$ cat src/rtl/rv32v_element_sequencer.sv
// rv32v_element_sequencer: issues element pairs of one vector instruction to two lanes; optional perf counters under RV32V_SEQ_PERF_EN
module rv32v_element_sequencer #(
  parameter int MAX_VL = 128,
  parameter int VL_W = 8
) (
  input  logic              CLK,
  input  logic              RST,
  input  logic              start,
  input  logic [VL_W-1:0]   vl,
  input  logic [VL_W-1:0]   vstart,
  input  logic              is_masked,
  input  logic [MAX_VL-1:0] v0_mask,
  input  logic              vd_widen,
  input  logic              abort,
  input  logic              out_ready,
  output logic              out_valid,
  output logic [VL_W-1:0]   woffset0,
  output logic [VL_W-1:0]   woffset1,
  output logic [VL_W:0]     vd_offset0,
  output logic [VL_W:0]     vd_offset1,
  output logic [1:0]        wen,
  output logic              busy,
  output logic              done,
  output logic [VL_W-1:0]   cur_vstart
`ifdef RV32V_SEQ_PERF_EN
  ,
  output logic [31:0]       perf_pairs,
  output logic [31:0]       perf_masked_elems,
  output logic [31:0]       perf_stall_cycles
`endif
);
  typedef enum logic {IDLE, RUN} state_t;
  state_t state, state_n;
  logic [VL_W-1:0] e, vl_q;
  logic [MAX_VL-1:0] msk, sh0, sh1;
  logic masked_q, widen_q, done_q;
  logic run, in0, in1, w0, w1, fire, last, empty;
  logic [VL_W:0] e0, e1, e2, vlx;
  assign run = state == RUN;
  assign e0 = {1'b0, e};
  assign e1 = e0 + 1'b1;
  assign e2 = e0 + 2'd2;
  assign vlx = {1'b0, vl_q};
  assign sh0 = msk >> e0;
  assign sh1 = msk >> e1;
  assign in0 = e0 < vlx;
  assign in1 = e1 < vlx;
  assign w0 = in0 & (!masked_q | sh0[0]);
  assign w1 = in1 & (!masked_q | sh1[0]);
  assign fire = run & out_ready & !abort;
  assign last = e2 >= vlx;
  assign empty = vstart >= vl;
  // State register
  always_ff @(posedge CLK) begin
    if (RST) state <= IDLE;
    else state <= state_n;
  end
  // Next state and pair outputs; outputs are zero outside RUN
  always_comb begin
    state_n = abort ? IDLE : run ? ((fire & last) ? IDLE : RUN) : ((start & !empty) ? RUN : IDLE);
    out_valid = run;
    busy = run;
    woffset0 = run ? e : '0;
    woffset1 = run ? e1[VL_W-1:0] : '0;
    vd_offset0 = widen_q ? {woffset0, 1'b0} : {1'b0, woffset0};
    vd_offset1 = widen_q ? {woffset1, 1'b0} : {1'b0, woffset1};
    wen = run ? {w1, w0} : 2'b00;
    done = done_q | (fire & last);
  end
  // Element pointer, latched instruction fields and restart point
  always_ff @(posedge CLK) begin
    if (RST) begin
      e <= '0;
      vl_q <= '0;
      msk <= '0;
      masked_q <= 1'b0;
      widen_q <= 1'b0;
      done_q <= 1'b0;
      cur_vstart <= '0;
    end else begin
      done_q <= 1'b0;
      if (abort) begin
      end else if (!run && start) begin
        vl_q <= vl;
        msk <= v0_mask;
        masked_q <= is_masked;
        widen_q <= vd_widen;
        e <= vstart;
        done_q <= empty;
        cur_vstart <= empty ? '0 : vstart;
      end else if (fire) begin
        e <= e2[VL_W-1:0];
        cur_vstart <= last ? '0 : e2[VL_W-1:0];
      end
    end
  end
`ifdef RV32V_SEQ_PERF_EN
  function automatic logic [31:0] sat_add(input logic [31:0] a, input logic [1:0] b);
    logic [32:0] s;
    s = {1'b0, a} + {31'b0, b};
    return s[32] ? '1 : s[31:0];
  endfunction
  logic [1:0] n_masked;
  assign n_masked = {1'b0, in0 & !w0} + {1'b0, in1 & !w1};
  // Saturating performance counters, cleared only by reset
  always_ff @(posedge CLK) begin
    if (RST) begin
      perf_pairs <= '0;
      perf_masked_elems <= '0;
      perf_stall_cycles <= '0;
    end else begin
      perf_pairs <= sat_add(perf_pairs, {1'b0, fire});
      perf_masked_elems <= sat_add(perf_masked_elems, fire ? n_masked : 2'd0);
      perf_stall_cycles <= sat_add(perf_stall_cycles, {1'b0, run & !out_ready});
    end
  end
`endif
endmodule
$ cat config.mk
export PLATFORM = sky130hd
export DESIGN_NAME = rv32v_element_sequencer
export DESIGN_NICKNAME = d
export VERILOG_FILES = /design/src/rtl/rv32v_element_sequencer.sv
export SDC_FILE = /design/constraint.sdc
export NUM_CORES = 1
export LEC_CHECK = 0
export BUFFER_PORTS_ARGS = -buffer_cell sky130_fd_sc_hd__buf_2
export CAP_MARGIN = 30
export CORE_ASPECT_RATIO = 1.75
export CORE_UTILIZATION = 55
export DETAILED_ROUTE_END_ITERATION = 10
export PLACE_DENSITY = 0.79
export SLEW_MARGIN = 10
export SYNTH_ARGS = -nofsm -noshare
export SYNTH_HDL_FRONTEND = slang
export SYNTH_SLANG_ARGS = --single-unit
$ cat constraint.sdc
create_clock -name CLK -period 4.05 [get_ports CLK]
set_input_delay 0.6075 -clock CLK [delete_from_list [all_inputs] [get_ports CLK]]
set_output_delay 0.6075 -clock CLK [all_outputs]
set_load 0.01 [all_outputs]
-- Word-level counts from Yosys, hierarchy flattened
Index checks and enable logic that the tools add are counted.
- $add $sub $neg: 2
- magnitude comparators: 4
- shifts and indexed selects: 2
- mux-type cells: 14
- bitwise logic cells: 11
- reduce and logical (&&, ||, !) cells: 10
- operators with widths (cell ; count):
    128-bit by 8-bit >> shifter with 1-bit output ; 1
    128-bit by 9-bit >> shifter with 1-bit output ; 1
    8-bit two-way mux ; 8
    9-bit two-way mux ; 2
    8-bit by 1-bit adder with 9-bit output, second input constant ; 1
    8-bit by 2-bit adder with 9-bit output, second input constant ; 1
    9-bit by 8-bit >= comparator with 1-bit output ; 1
    9-bit by 8-bit less-than comparator with 1-bit output ; 1
    8-bit >= comparator ; 1
    8-bit less-than comparator ; 1
    1-bit AND ; 6
    1-bit zero test ; 4
    2-bit AND reduction ; 2
    1-bit two-way mux ; 3
    1-bit bitwise OR ; 3
    3-bit OR reduction ; 1
    2-bit two-way mux ; 1
    1-bit inverter ; 2
    2-bit nonzero test ; 1
    2-bit OR reduction ; 1
    1-bit logical AND ; 1
- register bits: 156
- input bits: 151
- output and inout port bits: 47
- word-level logic and storage cells: 51

-- Longest topological paths before layout
Gate-level depths: netlist of the first run.
- word-level depth: 5
- depth in mapped cells: 12
- depth with buffers taken out: 10

-- Worst setup path before layout of the first run
Ideal clock, no wire load.
- path kind: register -> output
- start point: register e[1]
- end point: output port done
- arrival: 2.464 ns
- data required time: 3.442 ns
- setup slack: 0.979 ns
- cell stages (with the launch flop): 12
- path buffers: 2
- path through: dfxtp_1 buf_4 nand3_2 clkbuf_1 nor2_1 xnor2_1 inv_1 ha_1 a21o_1 a221oi_1 o211ai_1 a41o_1
- word-level cells in the longest chain between the ends: 4
- RTL lines (element ; line ; source):
    start, declared ; 34 ; logic [VL_W-1:0] e, vl_q;
    start signal, assigned ; 88 ; e <= vstart;
    start signal, assigned ; 92 ; e <= e2[VL_W-1:0];
    8-bit by 2-bit adder with 9-bit output ; 42 ; assign e2 = e0 + 2'd2;
    9-bit by 8-bit >= comparator with 1-bit output ; 51 ; assign last = e2 >= vlx;
    1-bit AND ; 68 ; done = done_q | (fire & last);
    1-bit bitwise OR ; 68 ;
    end, declared ; 23 ; output logic done,
No other way between the ends.

-- Worst setup path in the final report of the first run
- start point: register e[1]
- end point: output port wen[0]
- word-level cells in the longest chain between the ends: 4
- elaborated cells between the ends (all ways): 5
- classes of those cells: 1 x order compare; 1 x shift; 1 x mux; 2 x bitwise
- RTL lines (element ; line ; source):
    128-bit by 8-bit >> shifter with 1-bit output ; 44 ; assign sh0 = msk >> e0;
    1-bit bitwise OR ; 48 ; assign w0 = in0 & (!masked_q | sh0[0]);
    1-bit AND * ; 48 ;
    2-bit two-way mux * ; 67 ; wen = run ? {w1, w0} : 2'b00;
    end, declared ; 21 ; output logic [1:0] wen,
Every way passes the cells marked *; elsewhere a longest branch is shown, timed or not.

==> flow_summary.ini, run 1 <==
[worst_hold_path]
hold_path.class = input pin to flip-flop

[cells_and_area]
n_fill_cell = 1338
diodes = 0
final_cell_mix = nand2_1 (320), buf_2 (196), a21oi_1 (160)
final_area_um2 = 10500
syn_to_final_growth_pct = 18.5
final_common_cell = nand2_1
fin_nets = 1400
drive_above_1_share_pct = 26.4

[cts]
clock_latency_ns = 0.43
clock-root-buffer = clkbuf_16
h-tree-depth = 4
cts_tree = yes
cts_resized = 0
cts_sinks = 156
cts_inserted_buffers = 17
cts_max_path_buffers = 2
cts.clk_slew.worst_paths_ns = 0.07
postCtsHoldBufs = 0
post_cts_buffers = 0

[floorplan]
dieHeight_um = 170
start_util_pct = 56.0
rows = 61
die-area_um2 = 16600
io-pin-count = 198
core_um2 = 15800
die_width_um = 97.8

[timing]
fin_worst_skew_ns = 0.00847
rsz0062_at_grt = false
finalCriticalPeriod_ns = 3.72
fin_crit_sh_pct = 91.9
timing.fmax_mhz = 269
final-setup-viol-count = 0
drv_slew = 0
setup-tns-final_ns = 0
hold_viol_final = 0
max_slew.worst_pin.slew_ns = 0.981
relSlewSlack_pct = 34.6

[critical_path]
crit_path_top_delay_cell = buf_4
critPathMaxStageDelay_ns = 0.49
crit_chain = buf_4, nand3b_1, o22ai_1, a311oi_1, nor2_1, a2111oi_2, o221a_1, nor3_1, buf_2
worstPathRequired_ns = 3.44
r2r-start = e[3]
worstRegToRegCells = 10
cp_max_fo = 41
worstReg2RegEnd = cur_vstart[6]
critPathKind = flip-flop to output port
reg2reg_slack_ns = 1.02
startpoint = e[1]
crit_end = wen[0]
worstSetupStartpointType = flip-flop
worst_ep_arrival_time_ns = 3.12
end_kind = output port

[power_and_ir_drop]
p_per_area_nw_per_um2 = 377
p_switching_mw = 1.16
switching_share_pct = 29.3
irDropWorstVdd_mv = 0.288
pwr-share-clk_pct = 41.2
p_int_mw = 2.80
comb_power_share_pct = 15.9
leakage_nw = 4.28
fin_total_pwr_mw = 3.95
seqPwrFrac_pct = 42.9

[synth]
synth.yosys.seq_area_share_pct = 35.3
synth_cells = 1061
synth_edf_count = 0
synth_flop_cell = dfxtp_1
postSynth.asyncResetShare_pct = 0
ys_ff_latch = 156
syn_nets = 1245
synth_top_cells_by_area = dfxtp_1 (35%), nand2_1 (14%), mux4_2 (13%), a21oi_1 (9.1%), ha_1 (4.7%)
synth_cell_type_count = 59
yosysTopAreaCell = dfxtp_1
syn_area_um2 = 8840
avgSynthCellArea_um2 = 8.33
ys_warn_count = 0
synth_top_area_share_pct = 35.3

[grt]
grt_pass1_vias = 8186
track_usage_pct = 32.7
antenna_found_initial = 0
grt_pass1_wl_um = 41800
grt-ovfl-total = 0
grt_max_degree = 93

[run_status]
violations = DRC
outcome = finished, violations left

[drt]
routed-via-count = 8547
wl_um = 26500
drc = 32
wl_per_cell_um = 18.7
firstDrtPassIters = 10
drtIter0Drc = 780
drtAntennaViolNets = 0
vias_per_cell = 6.03

[place]
hpwl_um = 19300
routabilityCongestion = 0.965
io_buffers = 197
placed_cell_area_um2 = 9860

[job]
maxCapViolations = 0
-- cell families after synthesis --
group                    after synthesis  synth area share (%)
multiplexers                          83                  16.8
XOR/XNOR                              11                  1.09
flip-flops                           156                  35.3
adder cells (fa/ha/maj)               33                  4.67
AO/OA/AOI/OAI                        254                  16.9
buffers and inverters                116                  6.14
AND/OR/NAND/NOR                      408                  19.0
-- power groups by stage --
stage	clock network [mW]	logic, mW	registers (mW)
after global placement	0	0.611	1.72
after detailed placement	0	0.619	1.73
after CTS	1.63	0.624	1.69
after floorplan	0	0.431	1.69
after global routing	1.70	0.692	1.70
final	1.63	0.629	1.69
-- synthesized netlist by cell type, types with 9 or more instances --
master      n
nor2_1     25
mux4_2     50
dfxtp_1   156
nor3_1      9
nor2b_1    11
a22oi_1    14
and2_1     11
a21oi_1   160
clkbuf_1   63
buf_2       9
ha_1       33
mux2_2     10
inv_1      29
o21ai_0    17
mux2i_1    22
nand2_1   321
-- state kept, by name (all words and copies together) (netlist names) --
name        cells
widen_q         1
msk           128
vl_q            8
e               8
cur_vstart      8
done_q          1
masked_q        1
busy            1
-- through the flow --
| step | utilization (%) | cells | hold slack [ns] | setup slack [ns] |
|---|---|---|---|---|
| after floorplan | - | 1061 | 0.433 | 0.979 |
| after global placement | 62.4 | 1385 | 0.443 | 0.853 |
| after detailed placement | 62.4 | 1385 | 0.447 | 0.828 |
| after CTS | 66.2 | 1417 | 0.400 | 0.353 |
| after global routing | 66.3 | 1418 | 0.410 | 0.119 |
| final | 66.3 | 1418 | 0.404 | 0.327 |
-- worst min-delay path by stage --
stage | from | to | slack [ns] | cells after the start
2_1_floorplan | msk[43] | msk[43] | 0.43 | 2
6_report | v0_mask[74] | msk[74] | 0.40 | 3
3_5_place_dp | vl_q[6] | vl_q[6] | 0.45 | 2
4_1_cts | v0_mask[74] | msk[74] | 0.40 | 3
5_1_grt | v0_mask[75] | msk[75] | 0.41 | 3
3_3_place_gp | vl_q[7] | vl_q[7] | 0.44 | 2
-- layout make-up --
type	count	area (um^2)	share of cell area, %
clock inverter	13	151	1.45
sequential	156	3130	29.9
timing repair buffer	222	1200	11.5
tap	189	236	2.26
clock buffer	19	453	4.32
inverter	30	113	1.08
multi-input combinational	789	5190	49.6
-- critical path: cells and delay by family (launching register included) --
| kind | cells | cell delay [ns] |
|---|---|---|
| simple gates | 3 | 0.61 |
| compound gates | 4 | 1.02 |
| flops | 1 | 0.39 |
| buf+inv | 2 | 0.65 |
-- routing by layer --
layer	part of all wire, %	vias up	track usage, %	wire length (um)
met5	0	-	0	0
met2	52	443	59.0	13800
met1	35	3966	35.1	9290
li1	-	4013	-	-
met3	6.1	125	4.57	1620
met4	6.6	0	22.3	1750
Note: power is estimated with default switching activity, not from simulation.
==> run 2: changes to the inputs <==
CAP_MARGIN = 20   (was 30)
RECOVER_POWER = 100   (was default)
==> flow_summary.ini, run 2 (synthesis results as in run 1) <==
[grt]
grtUsageMet2_pct = 59.0
grt_max_degree = 93
use_met3_pct = 4.57
grt_pass1_wl_um = 41800
use_met1_pct = 35.1
track_usage_pct = 32.7
grt-ovfl-total = 0
antenna_found_initial = 0
grt_busiest_layer = met2
grt_pass1_vias = 8186

[power_and_ir_drop]
fin_total_pwr_mw = 3.94
irDropWorstVdd_mv = 0.288
p_per_area_nw_per_um2 = 380
pwr-share-clk_pct = 41.3
switching_share_pct = 29.3
comb_power_share_pct = 15.7
seqPwrFrac_pct = 43.0
p_int_mw = 2.79
leakage_nw = 4.11
p_switching_mw = 1.16

[cts]
postCtsHoldBufs = 0
cts_inserted_buffers = 17
cts_sinks = 156
post_cts_buffers = 0
h-tree-depth = 4
cts.clk_slew.worst_paths_ns = 0.07
cts_max_path_buffers = 2
cts_tree = yes
clock_latency_ns = 0.43
clock-root-buffer = clkbuf_16
cts_resized = 0

[critical_path]
critPathKind = flip-flop to output port
cp_top_family = buffers and inverters
path_buf_inv = 3
end_kind = output port
worstSetupStartpointType = flip-flop
crit_chain = clkbuf_4, buf_4, mux4_2, a31oi_1, o2111ai_1, nor3_1, nor4_1, buf_2
critPathMaxStageDelay_ns = 0.54
crit_path_top_delay_cell = dfxtp_4
cp_max_fo = 23
worstPathRequired_ns = 3.44
worst_ep_arrival_time_ns = 3.17

[cells_and_area]
multi_input_area_um2 = 5180
final_cell_mix = nand2_1 (320), buf_2 (164), a21oi_1 (160)
fin_nets = 1399
seq_area_um2 = 3130
final_common_cell = nand2_1
syn_to_final_growth_pct = 17.5
regMostFlops = msk
drive_above_1_share_pct = 23.5
diodes = 0
largest_reg_flops = 128
n_fill_cell = 1345

[floorplan]
die-area_um2 = 16600
io-pin-count = 198
rows = 61
dieHeight_um = 170
core_um2 = 15800
die_width_um = 97.8
start_util_pct = 56.0

[run_status]
violations = DRC
outcome = finished, violations left

[drt]
drtIter0Drc = 712
drtAntennaViolNets = 0
wl_um = 26500
wl_per_cell_um = 18.7
vias_per_cell = 6.01
routed-via-count = 8511
drc = 32
firstDrtPassIters = 8

[timing]
final-setup-viol-count = 0
hold_viol_final = 0
rsz0062_at_grt = false
setup-tns-final_ns = 0
max_slew.worst_pin.slew_ns = 1.44
relSlewSlack_pct = 4.10
drv_slew = 0
finalCriticalPeriod_ns = 3.77
fin_crit_sh_pct = 93.2
fin_worst_skew_ns = 0.00783
timing.fmax_mhz = 265

[place]
io_buffers = 197
hpwl_um = 19300
routabilityCongestion = 0.965

[job]
maxCapViolations = 0

[worst_hold_path]
hold_path.class = input pin to flip-flop
-- run 2: power groups by stage --
| stage | Combinational [mW] | Sequential [mW] | Clock, mW |
|---|---|---|---|
| 5_1_grt | 0.683 | 1.70 | 1.70 |
| 6_report | 0.619 | 1.70 | 1.63 |
| 4_1_cts | 0.624 | 1.69 | 1.63 |
| 2_1_floorplan | 0.431 | 1.69 | 0 |
| 3_3_place_gp | 0.611 | 1.72 | 0 |
| 3_5_place_dp | 0.619 | 1.73 | 0 |
-- run 2: layout make-up --
type / count / share of cell area [%]
Tap cell: 189 / 2.28
Clock inverter: 13 / 1.46
Multi-Input combinational cell: 789 / 49.9
Clock buffer: 19 / 4.36
Inverter: 30 / 1.08
Timing Repair Buffer: 221 / 10.8
Sequential cell: 156 / 30.1
-- run 2: worst min-delay path, stage by stage --
cell and delay (ns):
buf_2 0.09, nand2_1 0.04, a21oi_1 0.05
-- run 2: layer usage --
layer / part of all wire, % / up-vias / wire, um
met5: 0 / - / 0
met4: 6.1 / 0 / 1620
met3: 6.3 / 106 / 1680
met2: 53 / 421 / 14000
met1: 35 / 3973 / 9250
li1: - / 4011 / -
-- run 2: final timing paths --
kind / end / startpoint / cells past startpoint / slack (ns)
worst max register to register: msk[55] / busy / 5 / 0.45
worst min-delay path: msk[74] / v0_mask[74] / 3 / 0.41
worst min register to register: vl_q[7] / vl_q[7] / 2 / 0.46
worst max-delay path: wen[1] / e[0] / 8 / 0.28
-- run 2: per-stage QoR --
stage	setup WS (ns)	hold slack (ns)	cells	cell area (um^2)	utilization, %
2_1_floorplan	0.979	0.433	1061	8840	-
3_3_place_gp	0.853	0.443	1385	9860	62.4
3_5_place_dp	0.828	0.447	1385	9860	62.4
4_1_cts	0.353	0.400	1417	10500	66.2
5_1_grt	0.112	0.410	1417	10400	65.8
6_report	0.275	0.405	1417	10400	65.8
